[config.mk]
export PLATFORM = sky130hd
export DESIGN_NAME = ssp_rx_fifo_flat
export DESIGN_NICKNAME = d
export VERILOG_FILES = /design/src/rtl/ssp_rx_fifo_if.sv /design/src/rtl/ssp_rx_fifo.sv /design/src/flat_wrapper.sv
export SDC_FILE = /design/constraint.sdc
export NUM_CORES = 1
export LEC_CHECK = 0
export CAP_MARGIN = 20
export CORE_MARGIN = 2
export CORE_UTILIZATION = 45
export CTS_BUF_LIST = sky130_fd_sc_hd__clkbuf_16
export DETAILED_ROUTE_END_ITERATION = 7
export MAX_ROUTING_LAYER = met4
export PLACE_DENSITY_LB_ADDON = 0.1
export SETUP_SLACK_MARGIN = 0.05
export SYNTH_ARGS = -nofsm -noshare
export SYNTH_HDL_FRONTEND = slang
export SYNTH_SLANG_ARGS = --single-unit
[constraint.sdc]
create_clock -name PCLK -period 1.8 [get_ports PCLK]
set_input_delay 0.36 -clock PCLK [delete_from_list [all_inputs] [get_ports PCLK]]
set_output_delay 0.36 -clock PCLK [all_outputs]
set_load 0.05 [all_outputs]
[src/rtl/ssp_rx_fifo_if.sv]
// SSP receive FIFO bus: APB read/write strobes, shifter push port and FIFO status.
interface ssp_rx_fifo_if #(
    parameter int unsigned FIFO_WIDTH = 8,
    parameter int unsigned CNT_W      = 3
);
    logic                  PSEL;
    logic                  PWRITE;
    logic [FIFO_WIDTH-1:0] rx_data;
    logic                  rx_valid;
    logic [FIFO_WIDTH-1:0] PRDATA;
    logic                  SSPRXINTR;
    logic                  fifo_empty;
    logic [CNT_W-1:0]      fifo_count;
    logic                  rx_overrun;

    modport master (
        output PSEL, PWRITE, rx_data, rx_valid,
        input  PRDATA, SSPRXINTR, fifo_empty, fifo_count, rx_overrun
    );

    modport slave (
        input  PSEL, PWRITE, rx_data, rx_valid,
        output PRDATA, SSPRXINTR, fifo_empty, fifo_count, rx_overrun
    );
endinterface

[src/rtl/ssp_rx_fifo.sv]
// SSP receive FIFO: buffers shifter bytes for APB reads, flags full and sticky overrun.
module ssp_rx_fifo #(
    parameter int unsigned FIFO_WIDTH = 8,
    parameter int unsigned FIFO_DEPTH = 4
) (
    input  logic          PCLK,
    input  logic          CLEAR_B,
    ssp_rx_fifo_if.slave  bus
);
    localparam int unsigned PTR_W = $clog2(FIFO_DEPTH);
    localparam int unsigned CNT_W = PTR_W + 1;

    logic [FIFO_WIDTH-1:0] mem_q [FIFO_DEPTH];
    logic [FIFO_WIDTH-1:0] mem_d [FIFO_DEPTH];
    logic [PTR_W-1:0]      wr_ptr_q, wr_ptr_d;
    logic [PTR_W-1:0]      rd_ptr_q, rd_ptr_d;
    logic [CNT_W-1:0]      count_q, count_d;
    logic [FIFO_WIDTH-1:0] prdata_q, prdata_d;
    logic                  overrun_q, overrun_d;

    logic full_c;
    logic empty_c;
    logic pop_c;
    logic push_c;
    logic drop_c;

    assign full_c  = (count_q == CNT_W'(FIFO_DEPTH));
    assign empty_c = (count_q == '0);
    assign pop_c   = bus.PSEL && !bus.PWRITE && !empty_c;
    // A pop in the same cycle frees the slot, so a full FIFO still accepts the push.
    assign push_c  = bus.rx_valid && (!full_c || pop_c);
    assign drop_c  = bus.rx_valid && full_c && !pop_c;

    always_comb begin
        mem_d     = mem_q;
        wr_ptr_d  = wr_ptr_q;
        rd_ptr_d  = rd_ptr_q;
        count_d   = count_q;
        prdata_d  = prdata_q;
        overrun_d = overrun_q;

        if (push_c) begin
            mem_d[wr_ptr_q] = bus.rx_data;
            wr_ptr_d        = wr_ptr_q + PTR_W'(1);
        end

        if (pop_c) begin
            prdata_d = mem_q[rd_ptr_q];
            rd_ptr_d = rd_ptr_q + PTR_W'(1);
        end

        unique case ({push_c, pop_c})
            2'b10:   count_d = count_q + CNT_W'(1);
            2'b01:   count_d = count_q - CNT_W'(1);
            default: count_d = count_q;
        endcase

        // Set takes priority over an APB write clear in the same cycle.
        if (bus.PSEL && bus.PWRITE) overrun_d = 1'b0;
        if (drop_c)                 overrun_d = 1'b1;
    end

    always_ff @(posedge PCLK or negedge CLEAR_B) begin
        if (!CLEAR_B) begin
            for (int i = 0; i < int'(FIFO_DEPTH); i++) mem_q[i] <= '0;
            wr_ptr_q  <= '0;
            rd_ptr_q  <= '0;
            count_q   <= '0;
            prdata_q  <= '0;
            overrun_q <= 1'b0;
        end else begin
            mem_q     <= mem_d;
            wr_ptr_q  <= wr_ptr_d;
            rd_ptr_q  <= rd_ptr_d;
            count_q   <= count_d;
            prdata_q  <= prdata_d;
            overrun_q <= overrun_d;
        end
    end

    assign bus.PRDATA     = prdata_q;
    assign bus.SSPRXINTR  = full_c;
    assign bus.fifo_empty = empty_c;
    assign bus.fifo_count = count_q;
    assign bus.rx_overrun = overrun_q;
endmodule

[src/flat_wrapper.sv]
// flat-port wrapper written by rule: the top's interface ports become plain ports
module ssp_rx_fifo_flat 
#(
    parameter int unsigned FIFO_WIDTH = 8,
    parameter int unsigned FIFO_DEPTH = 4
)
  (PCLK, CLEAR_B, bus_PSEL, bus_PWRITE, bus_rx_data, bus_rx_valid, bus_PRDATA, bus_SSPRXINTR, bus_fifo_empty, bus_fifo_count, bus_rx_overrun);
  ssp_rx_fifo_if #(.FIFO_WIDTH(FIFO_WIDTH), .CNT_W((3))) bus_i ();
  input  logic PCLK;
  input  logic CLEAR_B;
  input wire logic [$bits(bus_i.PSEL)-1:0] bus_PSEL;
  input wire logic [$bits(bus_i.PWRITE)-1:0] bus_PWRITE;
  input wire logic [$bits(bus_i.rx_data)-1:0] bus_rx_data;
  input wire logic [$bits(bus_i.rx_valid)-1:0] bus_rx_valid;
  output wire logic [$bits(bus_i.PRDATA)-1:0] bus_PRDATA;
  output wire logic [$bits(bus_i.SSPRXINTR)-1:0] bus_SSPRXINTR;
  output wire logic [$bits(bus_i.fifo_empty)-1:0] bus_fifo_empty;
  output wire logic [$bits(bus_i.fifo_count)-1:0] bus_fifo_count;
  output wire logic [$bits(bus_i.rx_overrun)-1:0] bus_rx_overrun;
  assign bus_i.PSEL = bus_PSEL;
  assign bus_i.PWRITE = bus_PWRITE;
  assign bus_i.rx_data = bus_rx_data;
  assign bus_i.rx_valid = bus_rx_valid;
  assign bus_PRDATA = bus_i.PRDATA;
  assign bus_SSPRXINTR = bus_i.SSPRXINTR;
  assign bus_fifo_empty = bus_i.fifo_empty;
  assign bus_fifo_count = bus_i.fifo_count;
  assign bus_rx_overrun = bus_i.rx_overrun;
  ssp_rx_fifo #(.FIFO_WIDTH(FIFO_WIDTH), .FIFO_DEPTH(FIFO_DEPTH)) u_core (.PCLK(PCLK), .CLEAR_B(CLEAR_B), .bus(bus_i));
endmodule
Word-level counts from Yosys, hierarchy flattened. Index checks and enable logic that the tools add are counted.

Bits in registers: 48. Input port bits: 13. Output and inout bits: 14. Word-level logic and storage cells: 45.

Add/sub/neg operators: 4. $lt $le $gt $ge: 3. Equal/unequal tests: 3. Multiplexer cells: 9. Bitwise gates (word level): 2. Reduce and logical (&&, ||, !) cells: 15.

Operators with widths (number): $bwmux 32 (1); $mux 8 (3); $bmux 8 s2 (1); $demux 8 s2 (1); $logic_and 1x1->1 (7); $ge 3x3->1 const B (2); $not 2->3 (2); $pmux 3 s2 (1); $add 2x1->2 const B (2); $logic_not 1->1 (4); $reduce_bool 2->1 (2); $add 3x1->3 const B (1); $eq 3x3->1 const B (1); $logic_not 3->1 (1); $lt 3x1->1 const B (1); $sub 3x1->3 const B (1); $eq 2x1->1 const B (1); $eq 2x2->1 const B (1); $mux 1 (2); $logic_or 1x1->1 (1).

Logic depth before layout (Yosys ltp).
Depth after elaboration: 7. Depth in mapped cells: 10. Mapped depth without buffers: 9.

Least setup slack after synthesis. OpenSTA, ideal clock, no wires.

Path type: register -> register. From: reg u_core.count_q[0] (netlist: u_core.bus.fifo_count[0]). To: reg u_core.count_q[2] (netlist: u_core.bus.fifo_count[2]). Setup time: 0.145 ns. Arrival time: 3.078 ns. Required time: 1.655 ns. Setup slack: -1.423 ns. Stages on the path, launching flop included: 9. Buffers on the path: 0. Period minus slack after synthesis: 3.223 ns. Cell sequence: dfrtp_1 nor3_1 nor2_2 ha_1 inv_1 fa_1 xor2_1 nor2_1 xor2_1.

Word-level cells in the longest chain between the ends: 7. Elaborated cells between the ends (all ways): 13. Those cells by class: 2 x add/sub; 3 x eq/ne; 1 x mux; 7 x reduce/logical.

RTL lines: start, declared (line ssp_rx_fifo.sv:17) `logic [CNT_W-1:0] count_q, count_d;`; start signal, assigned (line ssp_rx_fifo.sv:75) `count_q <= count_d;`; $logic_not 3->1 * (line ssp_rx_fifo.sv:28) `assign empty_c = (count_q == '0);`; via bus_fifo_empty (line flat_wrapper.sv:17) `output wire logic [$bits(bus_i.fifo_empty)-1:0] bus_fifo_empty;`; $logic_not 1->1 * (line ssp_rx_fifo.sv:29) `assign pop_c = bus.PSEL && !bus.PWRITE && !empty_c;`; $logic_and 1x1->1 * (line ssp_rx_fifo.sv:29); via u_core.pop_c (line ssp_rx_fifo.sv:23) `logic pop_c;`; $logic_or 1x1->1 (line ssp_rx_fifo.sv:31) `assign push_c = bus.rx_valid && (!full_c || pop_c);`; $logic_and 1x1->1 (line ssp_rx_fifo.sv:31); $eq 2x1->1 or $eq 2x2->1 (tied branches) (line ssp_rx_fifo.sv:52) `unique case ({push_c, pop_c})`; $pmux 3 s2 or $reduce_bool 2->1 (tied branches).

Mark *: on every way through the listed nets, which the timed path passes. The rest lies on a longest branch. A chain may end at the register's enable or synchronous reset.

Worst setup path in the final report.
From: reg u_core.count_q[1] (netlist: u_core.bus.fifo_count[1]). To: reg u_core.count_q[2] (netlist: u_core.bus.fifo_count[2]).

Word-level cells in the longest chain between the ends: 7. Elaborated cells between the ends (all ways): 13. Those cells by class: 2 x add/sub; 3 x eq/ne; 1 x mux; 7 x reduce/logical.

RTL lines (line): $logic_not 3->1 (ssp_rx_fifo.sv:28); $logic_not 1->1 (ssp_rx_fifo.sv:29); $logic_and 1x1->1 (ssp_rx_fifo.sv:29); $logic_or 1x1->1 (ssp_rx_fifo.sv:31); $logic_and 1x1->1 (ssp_rx_fifo.sv:31); $eq 2x1->1 or $eq 2x2->1 (tied branches) (ssp_rx_fifo.sv:52); $pmux 3 s2 or $reduce_bool 2->1 (tied branches).

Parallel ways exist; a longest one is shown, timed or not.

==> impl_metrics.csv <==
group,metric,value,unit
clock_network,cts.hold.buffers_added,0,
synthesis,syn_nets,157,
critical_path,crit_path_start,"u_core.bus.fifo_count[1]",
detailed_routing,ant_nets,0,
outcome,status,"finished, violations left",
critical_path,critPathBufInv,2,
critical_path,critical_path.max_stage_delay,0.42,ns
finish,diodes,0,
outcome,violations,"negative setup slack",
timing,timing.fmax,0.553,GHz
critical_path,critPathSlowestCell,"dfrtp_2",
die,core_area,0.00466,mm²
critical_path,r2r.worst_path.cells,9,
timing,fin_setup_tns,-0.00944,ns
detailed_routing,dr.pass1.iters,4,
synthesis,synth_warnings,0,
synthesis,synth_cell_type_count,21,
finish,seq_area,0.00120,mm²
global_routing,overflow,0,
finish,layout_commonest_cell,"dfrtp_1",
die,die-width,73.1,µm
clock_network,cts_tree,"done",
timing,fin_ws,-0.00944,ns
hold_path,hold_class,"primary input to asynchronous set/reset pin",
detailed_routing,route.detailed.drc,0,
timing,hold_viol,0,
timing,final-setup-viol-count,1,
synthesis,postSynthRegisterBits,48,
place,dpl_cell_area,0.00266,mm²
die,fp.dieArea,0.00534,mm²
detailed_routing,wl,4240,µm
die,die_h,73.1,µm
timing,max_slew_margin,66.7,%
power_and_ir_drop,vdd_drop_max,0.999,mV
synthesis,seq_area_frac_synth,55.9,%
place,portBuffers,26,
detailed_routing,wl_per_cell,17.3,µm
critical_path,worstSetupPathDepth,9,
clock_network,clk-insertion-delay-late,0.28,ns
global_routing,grt_pass1_vias,1406,
power_and_ir_drop,power_density,2010,mW/mm²
critical_path,rr_startpoint,"u_core.bus.fifo_count[1]",
finish,syn2layout_area_growth,34.0,%
global_routing,grt_antenna_before_repair,0,
finish,final_core_util,61.7,%
critical_path,endpoint_kind,"flip-flop",
global_routing,grt_max_degree,29,
place,dp_worst_setup_slack,-0.432,ns
clock_network,cts_buffers,5,
die,ios,27,
critical_path,cp_data_required_time,2.00,ns
finish,drive_gt1_share,57.6,%
finish,design_area,0.00288,mm²
critical_path,start_kind,"flip-flop",
finish,nNetsFinal,210,
synthesis,synth.cell_area,0.00215,mm²
job,maxCapViolCount,0,
critical_path,crit_chain,"nor3b_4 > a21boi_2 > inv_2 > ha_4 > inv_2 > fa_2 > xor2_1 > nor2_1 > xor2_1",
clock_network,cts.root.buffer_cell,"clkbuf_16",
timing,rsz0062_at_grt,"true",
finish,final_cells,245,
finish,multi_input_area,953,µm²
detailed_routing,first_iter_violations,46,
synthesis,syn_inst,138,
clock_network,h-tree-depth,2,
die,initial_core_util,46.1,%
place,dp.final_hpwl,2990,µm
critical_path,crit_family,"adder cells",
power_and_ir_drop,p_leak,1.27,nW
critical_path,worstSetupPathType,"flip-flop to flip-flop",
global_routing,grt_pass1_wl,6890,µm
timing,min_period,1.81,ns
clock_network,clockBufferDepth,2,
place,gp_congestion,0.768,
timing,hold_slack,0.0402,ns
power_and_ir_drop,total_power,5.79,mW
synthesis,syn-mean-instance-area,15.6,µm²
critical_path,worst_ep_arrival_time,2.01,ns
die,rows,25,
finish,nFillCells,375,
clock_network,numClockSinks,48,
critical_path,worstPathMaxFanout,2,
finish,layout_common_cells,"dfrtp_1 (45), mux2_2 (41), buf_4 (32)",
place,place_inst,235,
detailed_routing,viasPerCell,5.27,
clock_network,clk_pin_slew,0.06,ns
timing,finalCritPeriodShare,101,%
detailed_routing,vias,1290,
global_routing,gr-usage-all-layers,18.3,%
timing,tightest_slew,0.499,ns
timing,slew_viol_final,0,
timing,skew,0.00193,ns
==> kinds of logic (layout without fill, tap and decap cells) <==
logic type	count (synthesis)	count (layout)	share of synthesized area (%)
XOR/XNOR	6	6	2.45
buffers and inverters	9	62	1.69
multiplexers	50	50	30.3
adder cells (fa/ha/maj)	6	6	3.84
flip-flops	48	48	55.9
AND/OR/NAND/NOR	13	13	3.44
AO/OA/AOI/OAI	6	6	2.33
==> layer usage <==
layer  track usage (%)  vias to the layer above  wire, µm
li1                  -                      597         -
met1              21.3                      672      1770
met2              31.8                       19      2310
met3              4.56                        2       130
met4              4.32                        0        25
met5                 -                        -         0
==> final cells by class <==
class,count,area share (%)
Sequential cell,48,41.9
Multi-Input combinational cell,81,33.1
Timing Repair Buffer,49,15.4
Clock buffer,5,4.35
Tap cell,54,2.35
Clock inverter,2,2.09
Inverter,6,0.783
==> power breakdown <==
group,internal (mW),switching (mW),leakage (nW)
clock network,0.787,0.367,0.0899
logic,1.39,1.26,0.609
registers,1.65,0.338,0.567
total,3.82,1.97,1.27
==> final timing paths <==
| check | slack, ns | endpoint |
|---|---|---|
| worst max register to register | -0.009 | u_core.bus.fifo_count[2] |
| min in group PCLK | 0.50 | u_core.mem_q[2] |
| worst max-delay path | -0.009 | u_core.bus.fifo_count[2] |
| max in group asynchronous | 1.22 | u_core.bus.fifo_count[2] |
| worst min-delay path | 0.04 | u_core.mem_q[28] |
| worst min register to register | 0.50 | u_core.mem_q[2] |
==> repair_timing <==
action | in CTS | in global routing
setup buffers | 2 | 1
endpoints found under the setup margin | 3 | 3
pin swaps | 4 | 2
gates resized for setup | 6 | 0
==> flip-flops by register name, summed over array words and instances, names as in the netlist <==
register	cells
u_core.mem_q	32
u_core.bus.PRDATA	8
u_core.bus.fifo_count	3
u_core.rd_ptr_q	2
u_core.wr_ptr_q	2
u_core.bus.rx_overrun	1
==> Yosys cell counts, drive strengths merged <==
library cell  instances  area (µm²)
buf                   3        13.8
xnor2                 2        17.5
dfrtp                48        1200
nor2                  4        17.5
xor2                  4        35.0
fa                    1        20.0
a21boi                1        7.51
mux2                 41         462
nor3                  1        5.00
a22oi                 1        7.51
nand2b                1        6.26
nor3b                 2        26.3
nand2                 5        18.8
a21oi                 4        35.0
inv                   6        22.5
ha                    5        62.6
mux4                  8         180
mux2i                 1        10.0
(Power assumes the default switching activity.)
==> RTL change 1 (config.mk and constraints unchanged) <==
`FIFO_WIDTH` is set to 8 in 3 places; all go to 10.
--- a/src/rtl/ssp_rx_fifo_if.sv
+++ b/src/rtl/ssp_rx_fifo_if.sv
@@ -1,5 +1,5 @@
 // SSP receive FIFO bus: APB read/write strobes, shifter push port and FIFO status.
 interface ssp_rx_fifo_if #(
-    parameter int unsigned FIFO_WIDTH = 8,
+    parameter int unsigned FIFO_WIDTH = 10,
     parameter int unsigned CNT_W      = 3
 );
--- a/src/rtl/ssp_rx_fifo.sv
+++ b/src/rtl/ssp_rx_fifo.sv
@@ -1,5 +1,5 @@
 // SSP receive FIFO: buffers shifter bytes for APB reads, flags full and sticky overrun.
 module ssp_rx_fifo #(
-    parameter int unsigned FIFO_WIDTH = 8,
+    parameter int unsigned FIFO_WIDTH = 10,
     parameter int unsigned FIFO_DEPTH = 4
 ) (
--- a/src/flat_wrapper.sv
+++ b/src/flat_wrapper.sv
@@ -2,5 +2,5 @@
 module ssp_rx_fifo_flat 
 #(
-    parameter int unsigned FIFO_WIDTH = 8,
+    parameter int unsigned FIFO_WIDTH = 10,
     parameter int unsigned FIFO_DEPTH = 4
 )
Interface: changed (resized bus_PRDATA and bus_rx_data); port bits go from 27 to 31. No check against the original RTL was run, so the function may have changed too.
==> RTL change 1 against the original RTL <==
- the flow still finishes with violations (negative setup slack)
- first-iteration DRC count increased by 28%
- utilization up 1.7 points
- area after synthesis rose by 21%
- routed wire length up 22%
- worst hold slack lost 36 ps
- power up 25%
- sequential cell count up 10
- setup slack lost 57 ps
- final area is 22% higher
- sequential power up 19%
- fmax is 3.1% lower
- highest routed layer unchanged
==> RTL change 1: results (changes against the original RTL) <==
Parameter                              Value

Route
  Wire length after detailed routing ... 5.17 mm (+22%)
  Detailed route wirelength on metal3 ... 119 um (-8.5%)
  Met2 Wirelength ... 2.82 mm (+22%)
  Post-Route M1 WL ... 2.18 mm (+23%)
  Per-cell via count in the routed design ... 5.12 (-2.8%)
  Via count ... 1530 (+19%)
  DRC marker count from the first detailed-route iteration ... 59 (+28%)
  DR top layer ... met4

Yosys
  Mean Syn Cell Area ... 16.0 sq um (+3.0%)
  Post-synth cell types ... 23 (+9.5%)
  Post-synth top cells ... 58 x sky130_fd_sc_hd__dfrtp_1, 51 x sky130_fd_sc_hd__mux2_2, 10 x sky130_fd_sc_hd__mux4_2, 6 x sky130_fd_sc_hd__inv_1, 5 x sky130_fd_sc_hd__ha_1
  Cells taking the most area after synthesis ... sky130_fd_sc_hd__dfrtp_1 56%, sky130_fd_sc_hd__mux2_2 22%, sky130_fd_sc_hd__mux4_2 8.7%, sky130_fd_sc_hd__a21oi_4 2.5%, sky130_fd_sc_hd__ha_1 2.4%
  Sequential fraction of the synthesis area ... 55.9% (about the same)
  Yosys warnings ... 0 (unchanged)
  Net count after synthesis ... 183 (+17%)

Global route
  Total routing resource utilization after global routing ... 19.3% (+0.99 points)
  Fraction of met2 tracks used by global routing ... 32.0% (+0.17 points)
  GR met3 Demand/Resource ... 3.62% (-0.94 points)
  Global-route wire length before repair ... 8.89 mm (+29%)
  Met1 global-route usage ... 23.5% (+2.2 points)
  Largest net degree at the start of global routing ... 39 (+34%)
  Vias in the first global route ... 1813 (+29%)

Placement
  Cell count after placement ... 280 (+19%)
  Buffers added on ports ... 30 (+15%)
  Routability Congestion ... 0.736 (-4.1%)
  Placement Setup Slack ... -492 ps (-59.3 ps)
  Dpl hpwl ... 3.68 mm (+23%)
  Placed Instance Area ... 3160 sq um (+19%)

CTS
  Inserted Clock Buffers ... 9 (+4)
  H-tree lvl count ... 3 (+1)
  Clock latency of the later-clocked register in the worst-skew pair ... 310 ps (+30 ps)
  Post-CTS setup repair buffer count ... 2 (unchanged)
  Clk slew on worst S/H paths ... about 50 ps
  PostCTS Resize Cnt ... 5 (-1)

Run status
  Failing checks ... negative setup slack
  Status ... finished with violations

Timing
  Final setup margin ... -66.4 ps (-57.0 ps)
  Clock Skew ... 4.78 ps (+2.84 ps)
  Worst hold slack ... 3.80 ps (-36.3 ps)
  Worst slew margin relative to its limit ... 67.5% (+0.76 points)
  Setup TNS ... -92.7 ps (-83.2 ps)
  Final Setup Violations ... 2 (+1)

Power and ir drop
  Leak ... 1.54 nW (+21%)
  Switching fraction of total power ... 33.6% (-0.43 points)
  Largest vdd supply drop ... 925 uV (-7.4%)

Final layout
  Ratio of cells with drive above 1 in the final layout ... 57.7% (+0.12 points)
  Total number of nets in the final design ... 243 (+16%)
  Number of fillers in the final layout ... 431 (+15%)
  Antenna cells ... 0 (unchanged)
  Number of flip-flops in the largest register ... 40 (+25%)

Critical path
  Crit end category ... register
  Crit path DAT ... 2090 ps (+80 ps)
  Depth of the worst register-to-register path ... 9 (unchanged)
  Cell family with the largest share of critical-path delay ... adder cells
-- RTL change 1: layout make-up --
type	instances	area (sq um)	area share [%]
repair buffers	54	490	14.0
clock inverters	7	85.1	2.42
inverters	6	22.5	0.641
well taps	72	90.1	2.56
multi-input cells	93	1140	32.6
clock buffers	9	225	6.41
flip-flops and latches	58	1460	41.4
-- RTL change 1: logic make-up after synthesis --
logic type / Yosys count / synth area share [%]
xor gates and xnor gates: 6 / 2.02
AOI/OAI and AO/OA: 8 / 3.42
muxes: 62 / 31.2
buffers and inverters: 11 / 2.22
and+or+nand+nor: 11 / 2.12
DFF: 58 / 55.9
adders and majority gates: 6 / 3.18
-- RTL change 1: power groups by stage --
| stage | clock network [mW] | registers, mW | logic (mW) |
|---|---|---|---|
| final | 1.74 | 2.36 | 3.15 |
| after floorplan | 0 | 2.84 | 1.66 |
| after CTS | 1.78 | 2.37 | 3.17 |
| after global routing | 1.84 | 2.45 | 3.37 |
| after global placement | 0 | 2.31 | 3.03 |
| after detailed placement | 0 | 2.38 | 3.14 |
==> RTL change 2 (config.mk and constraints unchanged) <==
Made on the original files. `prdata_q` no longer has a reset.
--- a/src/rtl/ssp_rx_fifo.sv
+++ b/src/rtl/ssp_rx_fifo.sv
@@ -67,5 +67,4 @@
             rd_ptr_q  <= '0;
             count_q   <= '0;
-            prdata_q  <= '0;
             overrun_q <= 1'b0;
         end else begin
@@ -74,7 +73,10 @@
             rd_ptr_q  <= rd_ptr_d;
             count_q   <= count_d;
-            prdata_q  <= prdata_d;
             overrun_q <= overrun_d;
         end
+    end
+
+    always_ff @(posedge PCLK) begin
+        prdata_q <= prdata_d;
     end
 
Check against the original RTL: not equivalent (Yosys sat finds a counterexample within 4 cycles, from zero or initial values; the reset may be asserted at any time).
==> RTL change 2 against the original RTL <==
- clock power shrank 12%
- non-clock buffer count is the same
- sequential cell count is the same
- area after synthesis shrank 2.5%
- worst hold slack gained 50 ps
- final area shrank 3.4%
- routed wire length shrank 7.2%
- setup slack gained 36 ps
- power shrank 8.2%
- largest cell class unchanged
- via count shrank 4.7%
- highest routed layer unchanged
- critical path type unchanged
- synthesized cell count shrank 6.5%
==> RTL change 2: results (changes against the original RTL) <==
Parameter                              Value

Yosys
  Sequential fraction of the synthesis area ... 59.3% (+3.3 points)
  Number of enable flip-flop cells after synthesis ... 8 (+8)
  Fraction of registers with async set/reset ... 83.3% (-17 points)
  Cells taking the most area after synthesis ... sky130_fd_sc_hd__dfrtp_1 48%, sky130_fd_sc_hd__mux2_2 18%, sky130_fd_sc_hd__edfxtp_1 11%, sky130_fd_sc_hd__mux4_2 8.6%, sky130_fd_sc_hd__ha_1 3.0%

Critical path
  Depth of the worst register-to-register path ... 8 (-1)
  Worst R2R Start ... u_core.bus.fifo_count[0]

Route
  Post-Route M1 WL ... 1.69 mm (-4.3%)
  DRC marker count from the first detailed-route iteration ... 63 (+37%)
  Wire length after detailed routing ... 3.93 mm (-7.2%)
  Detailed route wirelength on metal3 ... 164 um (+26%)
  Met2 Wirelength ... 2.04 mm (-12%)

Global route
  Global-route wire length before repair ... 6.58 mm (-4.5%)
  Fraction of met2 tracks used by global routing ... 29.0% (-2.9 points)
  GR met3 Demand/Resource ... 4.17% (-0.39 points)
  Largest net degree at the start of global routing ... 28 (-3.4%)
  Total routing resource utilization after global routing ... 17.6% (-0.68 points)

Timing
  Tightest Pin Transition ... 622 ps (+123 ps)
  Worst hold slack ... 90.5 ps (+50.4 ps)

Placement
  Placed Instance Area ... 2590 sq um (-2.7%)
  Cell count after placement ... 226 (-3.8%)
  Dpl hpwl ... 2.93 mm (-2.3%)

Final layout
  Ratio of cells with drive above 1 in the final layout ... 55.2% (-2.4 points)

Run status
  Status ... completed

Power and ir drop
  Largest vdd supply drop ... 827 uV (-17%)
  NetSw ... 1.74 mW (-11%)
-- RTL change 2: final cells by class --
| class | count | area, sq um |
|---|---|---|
| Fill cell | 333 | 1630 |
| Sequential cell | 48 | 1240 |
| Multi-Input combinational cell | 73 | 868 |
| Timing Repair Buffer | 49 | 419 |
| Clock buffer | 5 | 125 |
| Tap cell | 52 | 65.1 |
| Clock inverter | 3 | 38.8 |
| Inverter | 5 | 18.8 |
-- RTL change 2: what timing repair did --
item,in CTS,in global routing
setup endpoints to repair,2,3
setup buffers,0,1
hold endpoints to repair,0,0
gates resized for setup,5,1
pin swaps,5,3
-- RTL change 2: logic make-up after synthesis --
family / Yosys count / synth area share [%]
flip-flops: 48 / 59.3
buffers and inverters: 8 / 1.55
AO/OA/AOI/OAI: 6 / 2.51
XOR/XNOR: 6 / 2.51
AND/OR/NAND/NOR: 13 / 3.41
multiplexers: 42 / 26.8
adder cells (fa/ha/maj): 6 / 3.94
-- RTL change 2: how the worst max path moves through the flow --
stage                                    end  cells after the start                     start  slack, ps
floorplan           u_core.bus.fifo_count[2]                      8  u_core.bus.fifo_count[2]       -770
global placement    u_core.bus.fifo_count[2]                      9                bus_PWRITE       -350
detailed placement  u_core.bus.fifo_count[2]                      9                bus_PWRITE       -430
CTS                 u_core.bus.fifo_count[2]                      8  u_core.bus.fifo_count[1]         10
global route        u_core.bus.fifo_count[2]                      8  u_core.bus.fifo_count[0]        -60
finish              u_core.bus.fifo_count[2]                      8  u_core.bus.fifo_count[0]         30
-- RTL change 2: worst register-to-register path: cells and delay by family (launching register included) --
kind / cells / cell delay (ps)
AO/OA/AOI/OAI: 1 / 170
flip-flops: 1 / 420
XOR/XNOR: 2 / 290
buffers and inverters: 1 / 30
adder cells (fa/ha/maj): 2 / 440
AND/OR/NAND/NOR: 2 / 340
